### src/rtl/mem_stage.sv
// RV32I memory-access stage: load/store over a req/ack data bus with byte-lane steering,
// sign extension, bounded wait with timeout, and registered results toward WB.
module mem_stage #(
  parameter int unsigned MAX_WAIT = 16
) (
  input  logic        clk,
  input  logic        reset_n,
  input  logic [31:0] pc_in,
  input  logic [31:0] iw_in,
  input  logic [31:0] alu_in,
  input  logic [31:0] rs2_data_in,
  input  logic [4:0]  wb_reg_in,
  input  logic        wb_enable_in,
  input  logic        mem_we_in,
  output logic        stall_out,
  output logic        dmem_req,
  output logic        dmem_we,
  output logic [31:0] dmem_addr,
  output logic [3:0]  dmem_be,
  output logic [31:0] dmem_wdata,
  input  logic        dmem_ack,
  input  logic [31:0] dmem_rdata,
  output logic        df_mem_enable,
  output logic [4:0]  df_mem_reg,
  output logic [31:0] df_mem_data,
  output logic [31:0] pc_out,
  output logic [31:0] iw_out,
  output logic [31:0] wb_data_out,
  output logic [4:0]  wb_reg_out,
  output logic        wb_enable_out,
  output logic        misalign_out,
  output logic        bus_err_out
);

  typedef enum logic [0:0] {StIdle, StWait} state_e;

  localparam logic [8:0] MaxWait = 9'(MAX_WAIT);

  state_e      state_q, state_d;
  logic [7:0]  cnt_q, cnt_d;

  logic        is_load, is_store, mem_op, misaligned, mem_access, timeout;
  logic [2:0]  funct3;
  logic [8:0]  req_cycle;
  logic [7:0]  ld_byte;
  logic [15:0] ld_half;
  logic [31:0] ld_data, wb_data;

  assign funct3   = iw_in[14:12];
  assign is_load  = (iw_in[6:0] == 7'b0000011);
  assign is_store = mem_we_in && (iw_in[6:0] == 7'b0100011);
  assign mem_op   = is_load || is_store;

  always_comb begin
    unique case (funct3[1:0])
      2'b00:   misaligned = 1'b0;
      2'b01:   misaligned = mem_op && alu_in[0];
      default: misaligned = mem_op && (alu_in[1:0] != 2'b00);
    endcase
  end

  assign mem_access = reset_n && mem_op && !misaligned;
  // Request-cycle number of the current cycle; the first request cycle is 1.
  assign req_cycle  = (state_q == StWait) ? {1'b0, cnt_q} + 9'd1 : 9'd1;
  assign timeout    = mem_access && !dmem_ack && (req_cycle >= MaxWait);
  assign stall_out  = mem_access && !dmem_ack && !timeout;

  assign dmem_req  = mem_access;
  assign dmem_we   = is_store;
  assign dmem_addr = {alu_in[31:2], 2'b00};

  always_comb begin
    dmem_be    = 4'b1111;
    dmem_wdata = rs2_data_in;
    if (is_store) begin
      unique case (funct3[1:0])
        2'b00: begin
          dmem_be    = 4'b0001 << alu_in[1:0];
          dmem_wdata = {4{rs2_data_in[7:0]}};
        end
        2'b01: begin
          dmem_be    = alu_in[1] ? 4'b1100 : 4'b0011;
          dmem_wdata = {2{rs2_data_in[15:0]}};
        end
        default: ;
      endcase
    end
  end

  always_comb begin
    unique case (alu_in[1:0])
      2'b00:   ld_byte = dmem_rdata[7:0];
      2'b01:   ld_byte = dmem_rdata[15:8];
      2'b10:   ld_byte = dmem_rdata[23:16];
      default: ld_byte = dmem_rdata[31:24];
    endcase
    ld_half = alu_in[1] ? dmem_rdata[31:16] : dmem_rdata[15:0];
    unique case (funct3)
      3'b000:  ld_data = {{24{ld_byte[7]}}, ld_byte};
      3'b001:  ld_data = {{16{ld_half[15]}}, ld_half};
      3'b100:  ld_data = {24'h0, ld_byte};
      3'b101:  ld_data = {16'h0, ld_half};
      default: ld_data = dmem_rdata;
    endcase
  end

  assign wb_data       = is_load ? ld_data : alu_in;
  assign df_mem_reg    = wb_reg_in;
  assign df_mem_data   = wb_data;
  assign df_mem_enable = wb_enable_in && !stall_out && !misaligned && !timeout;

  always_comb begin
    state_d = state_q;
    cnt_d   = 8'd0;
    unique case (state_q)
      StIdle: begin
        if (stall_out) begin
          state_d = StWait;
          cnt_d   = 8'd1;
        end
      end
      StWait: begin
        if (stall_out) begin
          cnt_d = cnt_q + 8'd1;
        end else begin
          state_d = StIdle;
        end
      end
      default: state_d = StIdle;
    endcase
  end

  always_ff @(posedge clk or negedge reset_n) begin
    if (!reset_n) begin
      state_q <= StIdle;
      cnt_q   <= 8'd0;
    end else begin
      state_q <= state_d;
      cnt_q   <= cnt_d;
    end
  end

  always_ff @(posedge clk or negedge reset_n) begin
    if (!reset_n) begin
      pc_out        <= 32'h0;
      iw_out        <= 32'h0;
      wb_data_out   <= 32'h0;
      wb_reg_out    <= 5'h0;
      wb_enable_out <= 1'b0;
      misalign_out  <= 1'b0;
      bus_err_out   <= 1'b0;
    end else if (stall_out) begin
      pc_out        <= 32'h0;
      iw_out        <= 32'h0;
      wb_data_out   <= 32'h0;
      wb_reg_out    <= 5'h0;
      wb_enable_out <= 1'b0;
      misalign_out  <= 1'b0;
      bus_err_out   <= 1'b0;
    end else begin
      pc_out        <= pc_in;
      iw_out        <= iw_in;
      wb_data_out   <= wb_data;
      wb_reg_out    <= wb_reg_in;
      wb_enable_out <= wb_enable_in && !misaligned && !timeout;
      misalign_out  <= misaligned;
      bus_err_out   <= timeout;
    end
  end

endmodule

### config.mk
export PLATFORM = sky130hd
export DESIGN_NAME = mem_stage
export DESIGN_NICKNAME = d
export VERILOG_FILES = /design/src/rtl/mem_stage.sv
export SDC_FILE = /design/constraint.sdc
export NUM_CORES = 1
export LEC_CHECK = 0
export CAP_MARGIN = 20
export CORE_AREA = 2 2 150 152
export CTS_CLUSTER_SIZE = 40
export DETAILED_ROUTE_END_ITERATION = 12
export DIE_AREA = 0 0 152 154
export PLACE_DENSITY = 0.66
export SKIP_CTS_REPAIR_TIMING = 1
export SLEW_MARGIN = 25
export SYNTH_ARGS = -nofsm -noshare
export SYNTH_HDL_FRONTEND = slang
export SYNTH_SLANG_ARGS = --single-unit
### constraint.sdc
create_clock -name clk -period 3 [get_ports clk]
set_input_delay 0.75 -clock clk [delete_from_list [all_inputs] [get_ports clk]]
set_output_delay 0.75 -clock clk [all_outputs]
set_load 0.03 [all_outputs]
==> reports/results.ini, run 1 <==
[floorplan]
die_y_um = 154
core_area_um2 = 21700
rows = 54
initial_core_util = 0.253
die-area_um2 = 23400
die_w_um = 152
ioPinCount = 383

[global_routing]
met3_usage = 0.0671
grt_pass1_vias = 5539
overflow = 0
top_usage_layer = met2
grt_use_total = 0.187
grt_max_degree = 62
gr-usage-met1 = 0.219
grt_pass1_wl_mm = 33.4
grtUsageMet2 = 0.329
antenna_found_initial = 1

[clock_tree]
insertion_delay_ns = 0.41
cts_tree = done
clock_path_buffers = 2
cts_num_sinks = 113
clk_pin_slew_ns = 0.06
htree_num_levels = 4
root_buffer = clkbuf_16
numCtsBuffers = 17

[sta]
clock_skew_ns = 0.0127
setup_slack_ns = -0.283
setup_viol = 44
rsz0062_at_grt = yes
hold_ws_ns = 0.444
relSlewSlack = 0.501
worst_pin_slew_ns = 0.749
finalCritPeriodShare = 1.09
period_minus_slack_ns = 3.28
hold_violations = 0
max_clock_freq_ghz = 0.305
finalMaxSlewViolations = 0

[critical_path]
cp-start-kind = input pin
worstPathMaxFanout = 7
cp-end-kind = primary output
critical_path_class = input pin to primary output
arrival_ns = 2.53
worstPathRequired_ns = 2.25

[detailed_routing]
via_per_inst = 4.45
routed_wl_mm = 23.3
via_count = 5422
wl_per_cell_um = 19.1
first_iter_violations = 178
drtAntennaViolNets = 0
drtPass1Iterations = 4
drc_errors = 0

[cells_and_area]
drive_above_1_share = 0.276
antenna_cells = 0
nets = 1096
seqCellArea_um2 = 2830
design_area_um2 = 11100
area_delta_synth_final_pct = 101
nFillCells = 1933
multiInputGateArea_um2 = 2570

[synthesis]
syn_area_per_cell_um2 = 10.3
synthTopCellsByCount = dfrtp_1 (113), and2_1 (89), nand2_1 (63), buf_4 (47)
synth.area.top_cells = dfrtp_1 (51%), and2_1 (10%), buf_4 (6.4%)
synth_cells = 532
ys_seq_area_frac = 0.515
yosysMostFrequentCell = dfrtp_1
yosysTopAreaCell = dfrtp_1
synth-edff-count = 0
synth-main-ff-cell = dfrtp_1
synth.distinct_cells = 48
async_flop_share = 1.00
ys_ff_latch = 113
yosys_warnings = 0
synth_top_area_share = 0.515
syn_area_um2 = 5500

[outcome]
status = finished with violations
violations = setup timing

[place]
gp_congestion = 0.815
postPlaceCellArea_um2 = 9730
post-dp-hpwl_mm = 17.5
portBuffers = 380

[power]
powerDensity_nw_per_um2 = 450
p_leak_nw = 4.88
vdd_ir_drop_max_uv = 294

[hold_path]
hold_class = input pin to flop

[run]
cap_violations = 0

==> stage by stage <==
stage	worst slack, ns	TNS [ns]	cells	utilization	total power [mW]
floorplan	-0.182	-2.07	537	-	2.18
global placement	-0.486	-30.58	1172	0.449	2.80
detailed placement	-0.488	-33.07	1172	0.449	2.80
CTS	-0.502	-26.46	1204	0.478	4.99
global route	-0.332	-10.14	1218	0.510	5.18
finish	-0.283	-6.86	1218	0.510	4.98
==> per-layer routing <==
layer | vias to the layer above | wire (um)
li1 | 2546 | -
met1 | 2585 | 9130
met3 | 15 | 1850
met2 | 274 | 12100
met5 | - | 13
met4 | 2 | 178
==> placed cells by master (no fill, tap or decap), drive strengths merged, types with 2 or more instances in the layout <==
cell type	n
nand3b	7
a211o	7
inv	8
o21ai	28
dlymetal6s2s	12
o41ai	2
dfrtp	113
nand2	64
a22o	7
nor4	4
clkinvlp	3
buf	134
bufinv	3
clkdlybuf4s50	299
clkinv	3
nand3	35
nor2	4
and2	89
nor3b	2
clkbuf	26
nor2b	10
and3	3
o22a	7
or4	3
a21o	8
o221a	7
conb	6
mux2i	9
a21oi	11
mux2	10
==> layout make-up <==
cell class / count / share of cell area
Clock inverter: 13 / 0.0157
Sequential cell: 113 / 0.255
Tap cell: 280 / 0.0317
Multi-Input combinational cell: 337 / 0.232
Timing Repair Buffer: 452 / 0.423
Clock buffer: 19 / 0.0409
Inverter: 4 / 0.00136
==> path summary, 6_finish.rpt <==
| check | startpoint | end | slack, ns | depth (start not counted) |
|---|---|---|---|---|
| hold / removal | iw_in[3] | iw_out[3] | 0.44 | 1 |
| min in group asynchronous | reset_n | iw_out[22] | 0.51 | 2 |
| setup / recovery | iw_in[3] | df_mem_data[26] | -0.28 | 7 |
| setup reg to reg | cnt_q[0] | pc_out[25] | 0.75 | 7 |
| hold reg to reg | cnt_q[0] | cnt_q[0] | 0.51 | 1 |
| max in group asynchronous | reset_n | pc_out[26] | 1.24 | 3 |
==> logic make-up (layout without fill, tap and decap cells) <==
group           after synthesis  after routing  share of synthesized area
simple gates                224            224                      0.236
flops                       113            113                      0.515
buf+inv                      87            488                     0.0977
compound gates               85             85                      0.109
mux                          19             19                     0.0369
xor+xnor                      2              2                    0.00319
fa+ha+maj                     1              1                    0.00228
other cells                   1              6                   0.000682
==> flip-flops by register name, summed over array words and instances, names as in the netlist <==
name / flops
bus_err_out: 1
misalign_out: 1
wb_reg_out: 5
iw_out: 32
pc_out: 32
wb_data_out: 32
cnt_q: 8
state_q: 1
wb_enable_out: 1
==> report_power, final <==
group	internal, mW	switching (mW)	leakage [nW]
combinational	0.594	0.612	3.25
sequential	1.60	0.0200	1.33
clock	1.37	0.790	0.297
total	3.56	1.42	4.88
==> worst max-delay path: stages <==
cell       delay (ns)
buf_6            0.09
nand4bb_4        0.22
or4_4            0.50
a2111o_1         0.51
clkbuf_16        0.25
nand3_4          0.07
buf_6            0.13
No activity file was read; power rests on OpenSTA's default activity.
==> run 2, diff against run 1 <==
--- a/config.mk
+++ b/config.mk
@@ -12,6 +12,7 @@
 export DIE_AREA = 0 0 152 154
 export PLACE_DENSITY = 0.66
 export SKIP_CTS_REPAIR_TIMING = 1
+export SKIP_LAST_GASP = 1
 export SLEW_MARGIN = 25
 export SYNTH_ARGS = -nofsm -noshare
 export SYNTH_HDL_FRONTEND = slang
==> reports/results.ini, run 2 (synthesis results as in run 1) <==
[outcome]
status = finished with violations
violations = setup timing

[sta]
hold_violations = 0  ; unchanged
period_minus_slack_ns = 3.28  ; -0.00405 ns
relSlewSlack = 0.500  ; -0.000601
fin_tns_setup_ns = -6.87  ; -0.00935 ns
setup_slack_ns = -0.279  ; +0.00405 ns
finalCritPeriodShare = 1.09  ; -0.00135
clock_skew_ns = 0.0127  ; -0.000000100 ns
finalMaxSlewViolations = 0  ; unchanged
setup_viol = 44  ; unchanged
max_clock_freq_ghz = 0.305  ; +0.12%
worst_pin_slew_ns = 0.750  ; +0.000900 ns
rsz0062_at_grt = yes
hold_ws_ns = 0.444  ; +0.000116 ns

[cells_and_area]
antenna_cells = 0  ; unchanged
seqCellArea_um2 = 2830  ; unchanged
drive_above_1_share = 0.275  ; -0.00107
nets = 1096  ; unchanged
reg_top3 = iw_out (32), pc_out (32), wb_data_out (32)
nFillCells = 1935  ; +0.10%
area_delta_synth_final_pct = 101
final_common_cell = clkdlybuf4s50_1
fin_util = 0.510  ; -0.000520
layout_common_cells = clkdlybuf4s50_1 (299), dfrtp_1 (113), and2_1 (88), buf_4 (68), buf_6 (47)
multiInputGateArea_um2 = 2560  ; -0.29%
instances_no_fill = 1218  ; unchanged

[hold_path]
min_from = iw_in[3]
min_delay_path_depth = 1  ; unchanged
hold_end = iw_out[3]
hold_class = input pin to flop

[floorplan]
initial_core_util = 0.253  ; unchanged
core_area_um2 = 21700  ; unchanged
die_y_um = 154  ; unchanged
ioPinCount = 383  ; unchanged
rows = 54  ; unchanged
die_w_um = 152  ; unchanged
die-area_um2 = 23400  ; unchanged

[clock_tree]
root_buffer = clkbuf_16
cts_num_sinks = 113  ; unchanged
insertion_delay_ns = 0.41  ; about the same
htree_num_levels = 4  ; unchanged
cts_tree = done
clock_path_buffers = 2  ; unchanged
numCtsBuffers = 17  ; unchanged
clk_pin_slew_ns = 0.06  ; about the same

[place]
post-dp-hpwl_mm = 17.5  ; unchanged
numPlacedInstances = 1172  ; unchanged
portBuffers = 380  ; unchanged
gp_congestion = 0.815  ; unchanged
pre_cts_ws_ns = -0.488  ; unchanged

[detailed_routing]
wl_per_cell_um = 19.1  ; -0.10%
first_iter_violations = 180  ; +1.1%
via_per_inst = 4.45  ; about the same
drc_errors = 0  ; unchanged
drtPass1Iterations = 4  ; unchanged
routed_wl_mm = 23.2  ; -0.10%
drtAntennaViolNets = 0  ; unchanged
via_count = 5419  ; -0.055%

[power]
powerDensity_nw_per_um2 = 451  ; +0.11%
p_leak_nw = 4.88  ; about the same
vdd_ir_drop_max_uv = 294  ; unchanged

[global_routing]
grt_max_degree = 62  ; unchanged
grt_pass1_wl_mm = 33.4  ; unchanged
grt_use_total = 0.187  ; unchanged
grt_pass1_vias = 5539  ; unchanged
overflow = 0  ; unchanged
antenna_found_initial = 1  ; unchanged

[critical_path]
worstPathMaxFanout = 7  ; unchanged
worstReg2RegStart = cnt_q[0]
critical_path_class = input pin to primary output
cp-start-kind = input pin
cp-end-kind = primary output
reg2regPathDepth = 7  ; unchanged
worstPathRequired_ns = 2.25  ; about the same
r2r_slack_ns = 0.75  ; about the same
timing.rr.end = pc_out[25]
arrival_ns = 2.53  ; about the same

[run]
cap_violations = 0  ; unchanged

==> run 2: layout make-up <==
class / instances / area share
Clock inverter: 13 / 0.0157
Inverter: 4 / 0.00136
Multi-Input combinational cell: 337 / 0.232
Sequential cell: 113 / 0.256
Tap cell: 280 / 0.0317
Clock buffer: 19 / 0.0410
Timing Repair Buffer: 452 / 0.423
==> run 2: per-layer routing <==
metal | GRT usage | up-vias | part of all wire
met4 | 0.0418 | 2 | 0.0077
li1 | - | 2543 | -
met5 | 0 | - | 0.00056
met2 | 0.329 | 260 | 0.52
met1 | 0.219 | 2599 | 0.40
met3 | 0.0671 | 15 | 0.078
==> run 2: metrics by stage <==
stage | cell area [um2] | total power [mW]
finish | 11100 | 4.98
global route | 11100 | 5.18
CTS | 10400 | 4.99
detailed placement | 9730 | 2.80
global placement | 9730 | 2.80
floorplan | 5640 | 2.18
==> run 2: worst max-delay path by stage <==
stage,from,endpoint,slack (ns),depth (start not counted)
detailed placement,iw_in[2],df_mem_data[17],-0.49,7
floorplan,iw_in[2],dmem_wdata[27],-0.18,5
CTS,iw_in[2],dmem_wdata[18],-0.50,10
global placement,alu_in[1],df_mem_data[0],-0.49,9
global route,iw_in[3],df_mem_data[24],-0.33,7
finish,iw_in[3],df_mem_data[26],-0.28,7
==> run 2: power by group <==
group          leakage, nW  switching [mW]  internal (mW)
Clock                0.297           0.792           1.37
Combinational         3.25           0.612          0.593
Sequential            1.33          0.0200           1.60
Total                 4.88            1.42           3.56
==> run 2: critical path, stage by stage <==
cell	delay (ns)
buf_6	0.09
nand4bb_4	0.22
or4_4	0.50
a2111o_1	0.51
clkbuf_16	0.25
nand3_4	0.07
buf_6	0.13
